**src/rtl/proc_run_ctrl_if.sv**
```systemverilog
// Core / register-file side of the run controller: PC and decode inputs in, clock enable and RF port-1 control out.
// Latency: wiring only. Flow control: none, every signal is valid every cycle.
// Backpressure: none.
interface proc_run_ctrl_if #(
  parameter int PC_W   = 8,
  parameter int DATA_W = 32,
  parameter int REG_AW = 5
);
  logic [PC_W-1:0]   core_pc;
  logic [REG_AW-1:0] core_rs_addr;
  logic              core_reg_write;
  logic [DATA_W-1:0] rf_rd_data;
  logic              cpu_en;
  logic [REG_AW-1:0] rf_rd_addr;
  logic              rf_we;

  modport master (
    input  core_pc, core_rs_addr, core_reg_write, rf_rd_data,
    output cpu_en, rf_rd_addr, rf_we
  );

  modport slave (
    output core_pc, core_rs_addr, core_reg_write, rf_rd_data,
    input  cpu_en, rf_rd_addr, rf_we
  );
endinterface

```
**src/rtl/proc_run_ctrl.sv**
```systemverilog
// Run/halt/step/inspect controller issuing a per-instruction clock enable; PC breakpoint under PROC_RUN_CTRL_BREAKPOINT_EN.
// Latency: step edge -> cpu_en next cycle; RUN issues one 1-cycle cpu_en every TICK_DIV cycles; disp_value lags 1 cycle.
// Backpressure: none; the core always accepts cpu_en, and step edges in RUN/STEP are dropped.
module proc_run_ctrl #(
  parameter int PC_W     = 8,
  parameter int DATA_W   = 32,
  parameter int REG_AW   = 5,
  parameter int DISP_W   = 16,
  parameter int TICK_DIV = 5000000,
  parameter int CNT_W    = 16
) (
  input  logic              clk,
  input  logic              reset,
  input  logic              switch_run,
  input  logic              step_btn,
  input  logic [REG_AW-1:0] switch_select,
  input  logic [PC_W-1:0]   bp_addr,
  input  logic              bp_valid,
  proc_run_ctrl_if.master   bus,
  output logic [DISP_W-1:0] disp_value,
  output logic [CNT_W-1:0]  instr_count,
  output logic [1:0]        state,
  output logic              led_indicator
);

  typedef enum logic [1:0] {
    HALT  = 2'b00,
    RUN   = 2'b01,
    STEP  = 2'b10,
    BREAK = 2'b11
  } state_t;

  localparam int TICK_W = $clog2(TICK_DIV);
  localparam logic [TICK_W-1:0] TICK_LAST = TICK_W'(TICK_DIV - 1);
  localparam logic [TICK_W-1:0] TICK_HALF = TICK_W'(TICK_DIV / 2);

  state_t            state_q, state_d;
  logic              cpu_en_q, cpu_en_d;
  logic [TICK_W-1:0] tick_q, tick_d;
  logic              step_q;
  logic              step_rise;
  logic              tick_wrap;
  logic              bp_hit;
  logic              core_view;
  logic [DISP_W-1:0] disp_d;
  logic              unused_rd;

  assign step_rise = step_btn & ~step_q;
  assign tick_wrap = (tick_q == TICK_LAST);
  assign core_view = (state_q == RUN) || (state_q == STEP);
  assign unused_rd = ^bus.rf_rd_data;

`ifdef PROC_RUN_CTRL_BREAKPOINT_EN
  // skip_bp lets a resume from the breakpoint PC issue that instruction once
  logic skip_bp_q, skip_bp_d;
  assign bp_hit = bp_valid && (bus.core_pc == bp_addr) && !skip_bp_q;
`else
  logic unused_bp;
  assign unused_bp = ^{bp_addr, bp_valid};
  assign bp_hit    = 1'b0;
`endif

  always_comb begin
    state_d  = state_q;
    cpu_en_d = 1'b0;
    tick_d   = tick_q;
`ifdef PROC_RUN_CTRL_BREAKPOINT_EN
    skip_bp_d = skip_bp_q;
`endif
    case (state_q)
      HALT: begin
        if (switch_run) begin
          state_d = RUN;
          tick_d  = '0;
`ifdef PROC_RUN_CTRL_BREAKPOINT_EN
          skip_bp_d = 1'b1;
`endif
        end else if (step_rise) begin
          state_d  = STEP;
          cpu_en_d = 1'b1;
        end
      end
      RUN: begin
        if (!switch_run) begin
          state_d = HALT;
        end else if (tick_wrap) begin
          tick_d = '0;
`ifdef PROC_RUN_CTRL_BREAKPOINT_EN
          skip_bp_d = 1'b0;
`endif
          if (bp_hit) state_d  = BREAK;
          else        cpu_en_d = 1'b1;
        end else begin
          tick_d = tick_q + 1'b1;
        end
      end
      STEP: state_d = HALT;
      BREAK: begin
        if (!switch_run) begin
          state_d = HALT;
        end else if (step_rise) begin
          state_d  = STEP;
          cpu_en_d = 1'b1;
        end
      end
    endcase
  end

  always_comb begin
    disp_d = bus.rf_rd_data[DISP_W-1:0];
    if (core_view) disp_d = DISP_W'(bus.core_pc);
  end

  always_comb begin
    led_indicator = 1'b1;
    case (state_q)
      HALT:    led_indicator = 1'b0;
      RUN:     led_indicator = (tick_q < TICK_HALF);
      default: led_indicator = 1'b1;
    endcase
  end

  always_ff @(posedge clk) begin
    if (reset) begin
      state_q     <= HALT;
      cpu_en_q    <= 1'b0;
      tick_q      <= '0;
      step_q      <= 1'b0;
      disp_value  <= '0;
      instr_count <= '0;
`ifdef PROC_RUN_CTRL_BREAKPOINT_EN
      skip_bp_q   <= 1'b0;
`endif
    end else begin
      state_q    <= state_d;
      cpu_en_q   <= cpu_en_d;
      tick_q     <= tick_d;
      step_q     <= step_btn;
      disp_value <= disp_d;
      if (cpu_en_q) instr_count <= instr_count + 1'b1;
`ifdef PROC_RUN_CTRL_BREAKPOINT_EN
      skip_bp_q  <= skip_bp_d;
`endif
    end
  end

  assign bus.cpu_en     = cpu_en_q;
  assign bus.rf_we      = bus.core_reg_write & cpu_en_q;
  assign bus.rf_rd_addr = core_view ? bus.core_rs_addr : switch_select;
  assign state          = state_q;

endmodule
```
**src/flat_wrapper.sv**
```systemverilog
// flat-port wrapper written by rule: the top's interface ports become plain ports
module proc_run_ctrl_flat 
#(
  parameter int PC_W     = 8,
  parameter int DATA_W   = 32,
  parameter int REG_AW   = 5,
  parameter int DISP_W   = 16,
  parameter int TICK_DIV = 5000000,
  parameter int CNT_W    = 16
)
  (clk, reset, switch_run, step_btn, switch_select, bp_addr, bp_valid, disp_value, instr_count, state, led_indicator, bus_core_pc, bus_core_rs_addr, bus_core_reg_write, bus_rf_rd_data, bus_cpu_en, bus_rf_rd_addr, bus_rf_we);
  proc_run_ctrl_if #(.PC_W(PC_W), .DATA_W(DATA_W), .REG_AW(REG_AW)) bus_i ();
  input  logic clk;
  input  logic reset;
  input  logic switch_run;
  input  logic step_btn;
  input  logic [REG_AW-1:0] switch_select;
  input  logic [PC_W-1:0] bp_addr;
  input  logic bp_valid;
  output logic [DISP_W-1:0] disp_value;
  output logic [CNT_W-1:0] instr_count;
  output logic [1:0] state;
  output logic led_indicator;
  input wire logic [$bits(bus_i.core_pc)-1:0] bus_core_pc;
  input wire logic [$bits(bus_i.core_rs_addr)-1:0] bus_core_rs_addr;
  input wire logic [$bits(bus_i.core_reg_write)-1:0] bus_core_reg_write;
  input wire logic [$bits(bus_i.rf_rd_data)-1:0] bus_rf_rd_data;
  output wire logic [$bits(bus_i.cpu_en)-1:0] bus_cpu_en;
  output wire logic [$bits(bus_i.rf_rd_addr)-1:0] bus_rf_rd_addr;
  output wire logic [$bits(bus_i.rf_we)-1:0] bus_rf_we;
  assign bus_i.core_pc = bus_core_pc;
  assign bus_i.core_rs_addr = bus_core_rs_addr;
  assign bus_i.core_reg_write = bus_core_reg_write;
  assign bus_i.rf_rd_data = bus_rf_rd_data;
  assign bus_cpu_en = bus_i.cpu_en;
  assign bus_rf_rd_addr = bus_i.rf_rd_addr;
  assign bus_rf_we = bus_i.rf_we;
  proc_run_ctrl #(.PC_W(PC_W), .DATA_W(DATA_W), .REG_AW(REG_AW), .DISP_W(DISP_W), .TICK_DIV(TICK_DIV), .CNT_W(CNT_W)) u_core (.clk(clk), .reset(reset), .switch_run(switch_run), .step_btn(step_btn), .switch_select(switch_select), .bp_addr(bp_addr), .bp_valid(bp_valid), .bus(bus_i), .disp_value(disp_value), .instr_count(instr_count), .state(state), .led_indicator(led_indicator));
endmodule
```
**config.mk**
```make
export PLATFORM = sky130hd
export DESIGN_NAME = proc_run_ctrl_flat
export DESIGN_NICKNAME = d
export VERILOG_FILES = /design/src/rtl/proc_run_ctrl_if.sv /design/src/rtl/proc_run_ctrl.sv /design/src/flat_wrapper.sv
export SDC_FILE = /design/constraint.sdc
export NUM_CORES = 1
export LEC_CHECK = 0
export ABC_AREA = 1
export BUFFER_PORTS_ARGS = -buffer_cell sky130_fd_sc_hd__buf_2
export CORE_ASPECT_RATIO = 1.25
export CORE_MARGIN = 4
export CORE_UTILIZATION = 30
export DETAILED_ROUTE_END_ITERATION = 10
export PLACE_DENSITY_LB_ADDON = 0.08
export SLEW_MARGIN = 20
export SYNTH_ARGS = -nofsm -noshare
export SYNTH_HDL_FRONTEND = slang
export SYNTH_SLANG_ARGS = --single-unit
```
**constraint.sdc**
```tcl
create_clock -name clk -period 4.9 [get_ports clk]
set_input_delay 0.98 -clock clk [delete_from_list [all_inputs] [get_ports clk]]
set_output_delay 0.98 -clock clk [all_outputs]
set_load 0.01 [all_outputs]
```
==> Yosys cells after proc, flatten, opt, wreduce, memory -nomap -nowiden <==
Index checks and enable logic that the tools add are counted.
{ "totals": {"latch_bits": 0, "mem_count": 0, "word_cells": 43, "output_inout_bits": 42, "mem_bits_rw": 0, "in_bits": 64, "regBits": 59, "romBits": 0} }
{ "classes": {"reduce_logical": 5, "shift": 0, "bitwise": 3, "addsub": 2, "eq_ne": 7, "n_div": 0, "n_mux": 18, "multipliers": 0, "n_lt_le_gt_ge": 1} }
{ "op_table": {"columns": ["op", "n"], "rows": [
  ["23-bit 2-to-1 mux", 3],
  ["23-bit case mux with 2 select lines", 1],
  ["23-bit by 1-bit adder with 23-bit output (second input constant)", 1],
  ["23-bit == test (second input constant)", 1],
  ["23-bit by 22-bit less-than comparator with 1-bit output (second input constant)", 1],
  ["16-bit by 1-bit adder with 16-bit output (second input constant)", 1],
  ["2-bit 2-to-1 mux", 4],
  ["8-bit 2-to-1 mux", 1],
  ["2-bit case mux with 4 select lines", 1],
  ["2-bit inequality test (second input constant)", 3],
  ["1-bit 2-to-1 mux", 5],
  ["5-bit 2-to-1 mux", 1],
  ["2-bit == test (second input constant)", 2],
  ["1-bit case mux with 3 select lines", 1],
  ["3-bit AND reduction", 1],
  ["1-bit AND", 2],
  ["2-bit by 1-bit == test with 1-bit output (second input constant)", 1],
  ["2-bit logical NOT", 1],
  ["1-bit case mux with 2 select lines", 1],
  ["2-bit nonzero test", 1],
  ["2-bit OR reduction", 1],
  ["1-bit logical OR", 1],
  ["1-bit NOT", 1]
]} }

==> Longest topological paths before layout <==
Gate-level depths: netlist of run 1.
{ "logic_depth": {"depth_word": 5, "ltp_mapped": 11, "mapped_depth_nobuf": 11} }

==> Least setup slack after synthesis of run 1 <==
Ideal clock, no wire load.
{ "synth_timing": {"path_kind": "register to output", "startpoint": "register u_core.state_q[0], in the netlist u_core.state[0]", "endpoint": "output port bus_rf_rd_addr[0]", "path_slack_ns": 2.524, "required_time_ns": 3.920, "stages_incl_launch_ff": 7, "n_path_buf": 1, "arrival_ns": 1.396, "cell_sequence": "dfxtp_1 > inv_1 > ha_1 > inv_1 > clkbuf_1 > nand2_1 > nand2_1"} }
{ "synth_between": {"elab_chain_len": 3, "elab_cells_between_ends": 4, "cone_classes": "2 x eq/ne; 1 x mux; 1 x reduce/logical"} }
{ "synth_lines": {"columns": ["element", "line_no", "source"], "rows": [
  ["from (decl)", "proc_run_ctrl.sv:37", "state_t state_q, state_d;"],
  ["from (signal assigned)", "proc_run_ctrl.sv:135", "state_q <= state_d;"],
  ["2-bit by 1-bit == test with 1-bit output / 2-bit == test (equally long branches)", "proc_run_ctrl.sv:50", "assign core_view = (state_q == RUN) || (state_q == STEP);"],
  ["1-bit logical OR *", "proc_run_ctrl.sv:50", null],
  ["5-bit 2-to-1 mux *", "proc_run_ctrl.sv:149", "assign bus.rf_rd_addr = core_view ? bus.core_rs_addr : switch_select;"],
  ["to (decl)", "flat_wrapper.sv:29", "output wire logic [$bits(bus_i.rf_rd_addr)-1:0] bus_rf_rd_addr;"]
]} }
Mark *: on every way between the ends. The rest lies on a longest branch, timed or not.

==> Worst setup path in the final report of run 1 <==
{ "layout_timing": {"startpoint": "register u_core.state_q[0], in the netlist u_core.state[0]", "endpoint": "output port bus_rf_rd_addr[3]"} }
The elaborated chain is that of the path after synthesis.

==> results.sh, run 1 <==
export IMPL_die_height_um=121.7
export IMPL_pin_count=106
export IMPL_dr_total_vias=3088
export IMPL_post_route_min_period_ns=2.789
export IMPL_die_area_um2=12040
export IMPL_max_freq_mhz=358.6
export IMPL_clock_latency_ns=0.33
export IMPL_grt_pass1_wl_um=13860
export IMPL_start_util_pct=30.68
export IMPL_crit_fanout=14
export IMPL_drt_total_wl_um=8322
export IMPL_fin_cells=684
export IMPL_synth_seq_cells=59
export IMPL_clockBufferDepth=2
export IMPL_grt_use_total_pct=14.48
export IMPL_diodes=0
export IMPL_die_w_um=98.93
export IMPL_overflow=0
export IMPL_ctsResizeCount=0
export IMPL_drive_gt1_share_pct=22.16
export IMPL_tns_ns=0
export IMPL_io_buffers=80
export IMPL_cp_data_arrival_time_ns=1.81
export IMPL_cts_sinks=59
export IMPL_post_cts_buffers=0
export IMPL_setup_violations=0
export IMPL_period_share_pct=56.92
export IMPL_cp_required_ns=3.92
export IMPL_reg2reg_slack_ns=3.15
export IMPL_cp_start_kind="flip-flop"
export IMPL_critPathMaxStageDelay_ns=0.39
export IMPL_drtAntennaViolNets=0
export IMPL_vias_per_cell=4.515
export IMPL_clk_pin_slew_ns=0.05
export IMPL_syn_nets=539
export IMPL_synth_cell_types=29
export IMPL_cts_hold_buf=0
export IMPL_avgRoutedWirePerCell_um=12.17
export IMPL_cts_root_buf="clkbuf_16"
export IMPL_synthesis_area_um2=3100
export IMPL_peakVddDrop_v=0.0001651
export IMPL_cts_buffers=9
export IMPL_antenna_found_initial=0
export IMPL_cp_slowest_cell="dfxtp_1"
export IMPL_first_pass_iters=5
export IMPL_outcome="complete, no violations"
export IMPL_dp_cells=668
export IMPL_avgSynthCellArea_um2=6.611
export IMPL_crit_family="buffers and inverters"
export IMPL_synth_warnings=0
export IMPL_cap_violations=0
export IMPL_cp_num_buf_inv=3
export IMPL_core_area_um2=10110
export IMPL_nets=620
export IMPL_grt_start_max_net_pins=26
export IMPL_rsz0062_at_grt="no"
export IMPL_synth_cells=469
export IMPL_post_dp_hpwl_um=6252
export IMPL_drt_initial_drc_count=118
export IMPL_cts_tree="yes"
export IMPL_ys_seq_area_share_pct=38.10
export IMPL_grt_pass1_vias=2999
export IMPL_max_slew_margin_pct=64.44
export IMPL_p_leak_nw=1.789
export IMPL_hold_violations=0
export IMPL_rows=41
export IMPL_skew_ns=0.005864
export IMPL_crit_chain="inv_1, ha_1, inv_1, nand2_1, nand2_1, buf_2"
export IMPL_hp_class="flip-flop to flip-flop"
export IMPL_cp_end_kind="primary output"
export IMPL_htreeDepth=3
export IMPL_drc=0
export IMPL_slew_viol_final=0
export IMPL_tightest_slew_ns=0.5335
export IMPL_area_delta_synth_final_pct=27.56
export IMPL_place_congestion=0.8460
export IMPL_p_per_area_nw_per_um2=353.4
export IMPL_worstSetupPathType="flip-flop to primary output"
[synth_stat cells]
master	n	share of area, %
nand2_1	117	14
nor2_1	73	8.8
dfxtp_1	59	38
inv_1	56	6.8
nand3_1	33	5.3
a21oi_1	32	5.2
o21ai_0	28	4.5
nand2_2	7	1.4
nand4_1	7	1.4
clkbuf_1	6	0.73
ha_1	6	2.4
nor3_1	6	0.97
nor2_4	5	1.8
buf_2	4	0.65
nor2_2	4	0.81
xnor2_1	4	1.1
inv_2	3	0.36
o21a_1	3	0.73
buf_6	2	0.73
clkinv_1	2	0.24
nand3_2	2	0.65
nor3_4	2	1.0
xor2_1	2	0.57
a211oi_1	1	0.24
a21oi_2	1	0.28
buf_4	1	0.24
nor3b_1	1	0.24
o21bai_1	1	0.24
or2_2	1	0.20
[cell families after synthesis]
kind of cell	synth area share, %
fa+ha+maj	2.421
buf+inv	9.726
flops	38.10
xor+xnor	1.695
compound gates	11.18
simple gates	36.88
[layer usage]
layer	global-route usage [%]	part of all wire, %	up-vias
met5	0	0	-
met4	7.173	2.1	0
met3	2.749	2.9	11
met2	27.10	54	41
met1	15.32	41	1399
li1	-	-	1637
[metrics by stage]
stage	hold WS, ns	total power (W)	cell area [µm²]	utilization, %	worst slack (ns)
floorplan	0.4549	0.0006138	3100	-	2.524
global placement	0.4689	0.0006826	3612	35.74	2.331
detailed placement	0.4762	0.0006849	3612	35.74	2.324
CTS	0.4848	0.001425	3955	39.14	2.035
global route	0.5248	0.001461	3955	39.14	1.911
finish	0.4829	0.001398	3955	39.14	2.111
[power breakdown]
part	internal, W	switching [W]	total [W]
clock	0.000508	0.000219	0.000728
sequential	0.000500	0.00000855	0.000509
combinational	0.0000588	0.000102	0.000161
total	0.00107	0.000330	0.00140
[layout by cell type (no fill, tap or decap)]
cell type / count
a211oi_1: 1
a21oi_1: 32
a21oi_2: 1
buf_2: 80
buf_4: 3
bufinv_16: 3
clkbuf_1: 1
clkbuf_16: 9
clkbuf_8: 1
clkinv_1: 2
clkinv_2: 2
dfxtp_1: 59
ha_1: 6
inv_1: 56
inv_2: 3
nand2_1: 117
nand2_2: 7
nand3_1: 33
nand3_2: 2
nand4_1: 7
nor2_1: 73
nor2_2: 4
nor2_4: 5
nor3_1: 6
nor3_4: 2
nor3b_1: 1
o21a_1: 3
o21ai_0: 28
o21bai_1: 1
or2_2: 1
xnor2_1: 4
xor2_1: 2
[area by class of cell]
class                           instances  area, µm²
Fill cell                            1052       6151
Sequential cell                        59       1181
Inverter                               61      229.0
Clock buffer                           11      242.7
Clock inverter                          5      100.1
Multi-Input combinational cell        336       1618
Timing Repair Buffer                   83      422.9
Tap cell                              129      161.4
[worst reg2reg max path, cell delays in order, from the launching register on]
cell	delay (ns)
dfxtp_1	0.37
inv_1	0.10
ha_1	0.26
nand2_1	0.15
inv_1	0.08
nor2_1	0.10
buf_4	0.29
inv_1	0.11
a21oi_1	0.13
o21a_1	0.13
[flip-flops by register name, summed over array words and instances (netlist names)]
name	cells
u_core.step_q	1
u_core.instr_count	16
u_core.bus.cpu_en	1
u_core.disp_value	16
u_core.state	2
u_core.tick_q	23
[final timing paths]
| check | start | endpoint | cells past startpoint |
|---|---|---|---|
| setup / recovery | u_core.state[0] | bus_rf_rd_addr[3] | 6 |
| hold / removal | u_core.instr_count[6] | u_core.instr_count[6] | 2 |
| setup reg to reg | u_core.state[1] | u_core.tick_q[0] | 9 |
| hold reg to reg | u_core.instr_count[6] | u_core.instr_count[6] | 2 |
Power figures use the tool's default switching activity.
==> inputs of run 2 (changes only) <==
clock period = 2.6 ns   (was 4.9 ns; I/O delays follow)
==> run 2 against run 1 <==
  * Total power rose by 76%
  * Die area did not move
  * Non-clock buffer count rose by 2
  * Via count fell by 1.2%
  * Register-to-register slack got worse by 2.3 ns
==> results.sh, run 2 (synthesis gave the netlist of run 1 again) <==
export IMPL_outcome="complete, no violations"
export IMPL_start_util_pct=30.68
export IMPL_cts_sinks=59
export IMPL_skew_ns=0.008561
export IMPL_rows=41
export IMPL_die_w_um=98.93
export IMPL_vias_per_cell=4.449
export IMPL_ctsResizeCount=0
export IMPL_die_height_um=121.7
export IMPL_slew_viol_final=0
export IMPL_avgRoutedWirePerCell_um=11.99
export IMPL_grt_use_met1_pct=16.50
export IMPL_cap_violations=0
export IMPL_max_slew_margin_pct=69.38
export IMPL_p_per_area_nw_per_um2=627.4
export IMPL_drt_total_wl_um=8224
export IMPL_internal_power_w=0.001826
export IMPL_cp_start_kind="flip-flop"
export IMPL_antenna_found_initial=0
export IMPL_tns_ns=0
export IMPL_crit_fanout=8
export IMPL_diodes=0
export IMPL_pwr_share_clk_pct=48.6
export IMPL_hold_violations=0
export IMPL_cts_root_buf="clkbuf_16"
export IMPL_pin_count=106
export IMPL_core_area_um2=10110
export IMPL_tightest_slew_ns=0.4558
export IMPL_cts_buffers=9
export IMPL_max_freq_mhz=456.8
export IMPL_regMostFlops="u_core.tick_q"
export IMPL_cp_required_ns=2.08
export IMPL_nets=622
export IMPL_cts_hold_buf=0
export IMPL_p_leak_nw=1.774
export IMPL_top_regs="u_core.tick_q x23, u_core.disp_value x16, u_core.instr_count x16"
export IMPL_swShare_pct=25.94
export IMPL_cp_data_arrival_time_ns=1.67
export IMPL_die_area_um2=12040
export IMPL_clockBufferDepth=2
export IMPL_fin_hold_ws_ns=0.4009
export IMPL_mostFrequentLayoutCells="nand2_1, buf_2, nor2_1"
export IMPL_worstSetupPathType="flip-flop to primary output"
export IMPL_area_delta_synth_final_pct=26.76
export IMPL_clock_latency_ns=0.33
export IMPL_place_congestion=0.7782
export IMPL_first_pass_iters=4
export IMPL_final_common_cell="nand2_1"
export IMPL_grt_start_max_net_pins=25
export IMPL_largest_reg_flops=23
export IMPL_clk_pin_slew_ns=0.06
export IMPL_grt_pass1_wl_um=13570
export IMPL_post_route_min_period_ns=2.189
export IMPL_pwr_share_seq_pct=38.9
export IMPL_grt_met2_usage_pct=25.08
export IMPL_cp_common_cell="nand2_1"
export IMPL_drtAntennaViolNets=0
export IMPL_p_switching_w=0.0006396
export IMPL_period_share_pct=84.19
export IMPL_post_cts_buffers=0
export IMPL_critPathMaxStageDelay_ns=0.43
export IMPL_dr_total_vias=3052
export IMPL_htreeDepth=3
export IMPL_grt_use_total_pct=14.19
export IMPL_crit_chain="inv_1, ha_1, buf_4, nand2_1, nand2_1, buf_2"
export IMPL_cp_slowest_cell="ha_1"
export IMPL_grt_pass1_vias=2913
export IMPL_post_dp_hpwl_um=6174
export IMPL_peakVddDrop_v=0.0003501
export IMPL_hp_class="primary input to flip-flop"
export IMPL_drive_gt1_share_pct=22.62
export IMPL_grt_busiest_layer="met2"
export IMPL_drt_initial_drc_count=103
export IMPL_overflow=0
export IMPL_grt_use_met3_pct=3.379
export IMPL_combPwrFrac_pct=12.5
export IMPL_cp_end_kind="primary output"
export IMPL_setup_violations=0
export IMPL_cts_tree="yes"
export IMPL_drc=0
export IMPL_io_buffers=80
export IMPL_rsz0062_at_grt="no"
==> run 2: changes by cell type in the layout (fill, tap and decap cells not counted), sizes merged <==
| cell | before | now |
|---|---|---|
| buf | 83 | 85 |
| bufinv | 3 | 1 |
| clkbuf | 11 | 10 |
| clkinvlp | 0 | 2 |
| inv | 59 | 60 |
==> run 2: power groups by stage <==
| stage | Combinational, W | Clock [W] | Sequential (W) |
|---|---|---|---|
| 6_report | 0.000308 | 0.00120 | 0.000959 |
| 3_3_place_gp | 0.000318 | 0 | 0.000977 |
| 3_5_place_dp | 0.000319 | 0 | 0.000979 |
| 5_1_grt | 0.000351 | 0.00127 | 0.000964 |
| 4_1_cts | 0.000319 | 0.00124 | 0.000960 |
| 2_1_floorplan | 0.000163 | 0 | 0.000994 |
==> run 2: area by class of cell <==
type	count	area, µm²
Clock inverter	6	63.81
Clock buffer	10	239.0
Sequential cell	59	1181
Fill cell	1096	6176
Inverter	61	229.0
Tap cell	129	161.4
Multi-Input combinational cell	336	1618
Timing Repair Buffer	85	437.9
==> run 2: critical path, delay by kind of cell (launching register included) <==
| kind | cells | cell delay, ns |
|---|---|---|
| and+or+nand+nor | 2 | 0.11 |
| buffers and inverters | 3 | 0.40 |
| adders and majority gates | 1 | 0.43 |
| DFF | 1 | 0.40 |
==> run 2: final timing paths <==
check	cells after the start	slack [ns]	startpoint	end
worst max register to register	9	0.85	u_core.state[1]	u_core.tick_q[0]
worst min-delay path	3	0.40	bus_rf_rd_data[12]	u_core.disp_value[12]
worst max-delay path	6	0.41	u_core.state[0]	bus_rf_rd_addr[4]
worst min register to register	2	0.48	u_core.instr_count[6]	u_core.instr_count[6]
==> run 2: routing by layer <==
layer  vias up  part of all wire [%]
met1      1349                    43
li1       1647                     -
met3         8                   3.2
met4         0                   1.5
met2        48                    52
met5         -                     0
==> run 2: stage by stage <==
step | std cells | area, µm² | power [W] | worst slack [ns] | util (%)
2_1_floorplan | 469 | 3100 | 0.001157 | 0.6839 | -
3_3_place_gp | 670 | 3627 | 0.001295 | 0.6983 | 35.89
3_5_place_dp | 670 | 3627 | 0.001298 | 0.6891 | 35.89
4_1_cts | 686 | 3930 | 0.002517 | 0.3327 | 38.89
5_1_grt | 686 | 3930 | 0.002590 | 0.1879 | 38.89
6_report | 686 | 3930 | 0.002466 | 0.4111 | 38.89
==> inputs of run 3 (changes only) <==
clock period = 1.8 ns   (was 2.6 ns; I/O delays follow)
==> run 3 against run 2 <==
  * Final area rose by 5.2%
  * Utilization grew 2.0 points
  * Critical path depth unchanged
  * Sequential share of layout area fell by 0.90 points
  * Largest power group unchanged
==> results.sh, run 3 (synthesis gave the netlist of run 1 again) <==
export IMPL_cts_tree="yes"
export IMPL_tns_ns=0
export IMPL_regMostFlops="u_core.tick_q"
export IMPL_drive_gt1_share_pct=28.70
export IMPL_cp_start_kind="flip-flop"
export IMPL_cap_violations=0
export IMPL_slew_viol_final=0
export IMPL_grt_pass1_vias=3065
export IMPL_clk_pin_slew_ns=0.06
export IMPL_clockBufferDepth=2
export IMPL_ff2ff_path_depth=10
export IMPL_grt_busiest_layer="met2"
export IMPL_p_per_area_nw_per_um2=908.5
export IMPL_fin_util_pct=40.89
export IMPL_avgRoutedWirePerCell_um=12.24
export IMPL_core_area_um2=10110
export IMPL_hold_violations=0
export IMPL_final_common_cell="nand2_1"
export IMPL_drt_total_wl_um=8529
export IMPL_outcome="complete, no violations"
export IMPL_fin_cells=697
export IMPL_critPathMaxStageDelay_ns=0.41
export IMPL_grt_pass1_wl_um=14260
export IMPL_holdPathStages=3
export IMPL_drc=0
export IMPL_rsz0062_at_grt="yes"
export IMPL_max_slew_margin_pct=73.65
export IMPL_first_pass_iters=5
export IMPL_grt_use_met1_pct=16.94
export IMPL_hp_class="primary input to flip-flop"
export IMPL_dr_total_vias=3146
export IMPL_overflow=0
export IMPL_holdPathEnd="u_core.disp_value[15]"
export IMPL_cp_slowest_cell="dfxtp_1"
export IMPL_grt_use_met3_pct=3.322
export IMPL_worstSetupPathType="flip-flop to primary output"
export IMPL_diodes=0
export IMPL_cp_required_ns=1.44
export IMPL_post_route_min_period_ns=1.775
export IMPL_rows=41
export IMPL_reg2reg_slack_ns=0.20
export IMPL_start_util_pct=30.68
export IMPL_io_buffers=80
export IMPL_die_height_um=121.7
export IMPL_die_w_um=98.93
export IMPL_setup_violations=0
export IMPL_largest_reg_flops=23
export IMPL_grt_met2_usage_pct=25.97
export IMPL_crit_chain="nand2_1, nor3_2, nor2_1, nand4_1, o21ai_1, buf_2"
export IMPL_top_regs="u_core.tick_q x23, u_core.disp_value x16, u_core.instr_count x16"
export IMPL_cp_end_kind="primary output"
export IMPL_peakVddDrop_v=0.0004545
export IMPL_vias_per_cell=4.514
export IMPL_p_leak_nw=1.858
export IMPL_crit_fanout=5
export IMPL_cts_sinks=59
export IMPL_cts_hold_buf=0
export IMPL_cts_root_buf="clkbuf_16"
export IMPL_reg2reg_to="u_core.tick_q[22]"
export IMPL_htreeDepth=3
export IMPL_hold_start="bus_rf_rd_data[15]"
export IMPL_cts_buffers=9
export IMPL_cp_num_buf_inv=1
export IMPL_clock_latency_ns=0.33
export IMPL_nets=633
export IMPL_dp_cells=678
export IMPL_die_area_um2=12040
export IMPL_area_delta_synth_final_pct=33.29
export IMPL_max_freq_mhz=563.5
export IMPL_skew_ns=0.007408
export IMPL_grt_use_total_pct=14.92
export IMPL_crit_family="simple AND/OR/NAND/NOR gates"
export IMPL_grt_start_max_net_pins=25
export IMPL_pin_count=106
export IMPL_place_congestion=0.8449
export IMPL_period_share_pct=98.59
export IMPL_cp_data_arrival_time_ns=1.41
export IMPL_reg2reg_from="u_core.tick_q[0]"
export IMPL_fillCellCount=1105
export IMPL_tightest_slew_ns=0.3928
export IMPL_drt_initial_drc_count=134
export IMPL_mostFrequentLayoutCells="nand2_1, buf_2, nor2_1"
export IMPL_antenna_found_initial=0
export IMPL_drtAntennaViolNets=0
export IMPL_post_dp_hpwl_um=6364
## run 3: through the flow
| step | cell area, µm² | total power [W] | setup WS [ns] | hold WS, ns |
|---|---|---|---|---|
| 2_1_floorplan | 3100 | 0.001671 | 0.04391 | 0.4549 |
| 3_3_place_gp | 3700 | 0.001884 | 0.1238 | 0.4683 |
| 3_5_place_dp | 3700 | 0.001889 | 0.07595 | 0.4745 |
| 4_1_cts | 4109 | 0.003812 | -0.01693 | 0.2303 |
| 5_1_grt | 4133 | 0.003940 | -0.08318 | 0.2348 |
| 6_report | 4133 | 0.003754 | 0.02540 | 0.2429 |
## run 3: cell type report
| cell class | count | area (µm²) | share of cell area (%) |
|---|---|---|---|
| sequential | 59 | 1205 | 29.16 |
| tap | 129 | 161.4 | 3.906 |
| timing repair buffer | 96 | 536.8 | 12.99 |
| clock inverter | 6 | 88.84 | 2.150 |
| clock buffer | 10 | 239.0 | 5.783 |
| inverter | 61 | 236.5 | 5.722 |
| multi-input combinational | 336 | 1665 | 40.30 |
## run 3: per-layer routing
layer	wire, µm	vias up
li1	-	1668
met2	4371	54
met3	315	17
met5	0	-
met4	273	0
met1	3568	1407
## run 3: worst max-delay path by stage
stage / start / to / slack (ns) / cells after the start
after floorplan: u_core.state[0] / bus_rf_rd_addr[0] / 0.04 / 6
after global placement: u_core.state[1] / u_core.tick_q[20] / 0.12 / 8
after detailed placement: u_core.state[1] / u_core.tick_q[0] / 0.08 / 9
after CTS: u_core.state[1] / led_indicator / -0.02 / 5
after global routing: u_core.tick_q[20] / led_indicator / -0.08 / 7
final: u_core.tick_q[18] / led_indicator / 0.03 / 6
## run 3: timing repair
action / in CTS / in global routing
endpoints found under the setup margin: 6 / 25
setup buffers: 3 / 0
pin swaps: 3 / 3
gates resized for setup: 24 / 15
## run 3: power breakdown
part,internal [W],leakage (nW),switching (W)
Clock,0.00125,0.155,0.000620
Sequential,0.00136,0.487,0.0000257
Combinational,0.000208,1.22,0.000292
Total,0.00282,1.86,0.000938
## run 3: worst register-to-register path, stage by stage (launching register included)
cell and delay [ns]:
dfxtp_1 0.37, ha_1 0.22, nand3_2 0.14, inv_2 0.11, nand3_2 0.13, nor2_4 0.18, nand3_1 0.12, nand2_1 0.08
nand2_1 0.04, nand2_1 0.05, nor2_1 0.04
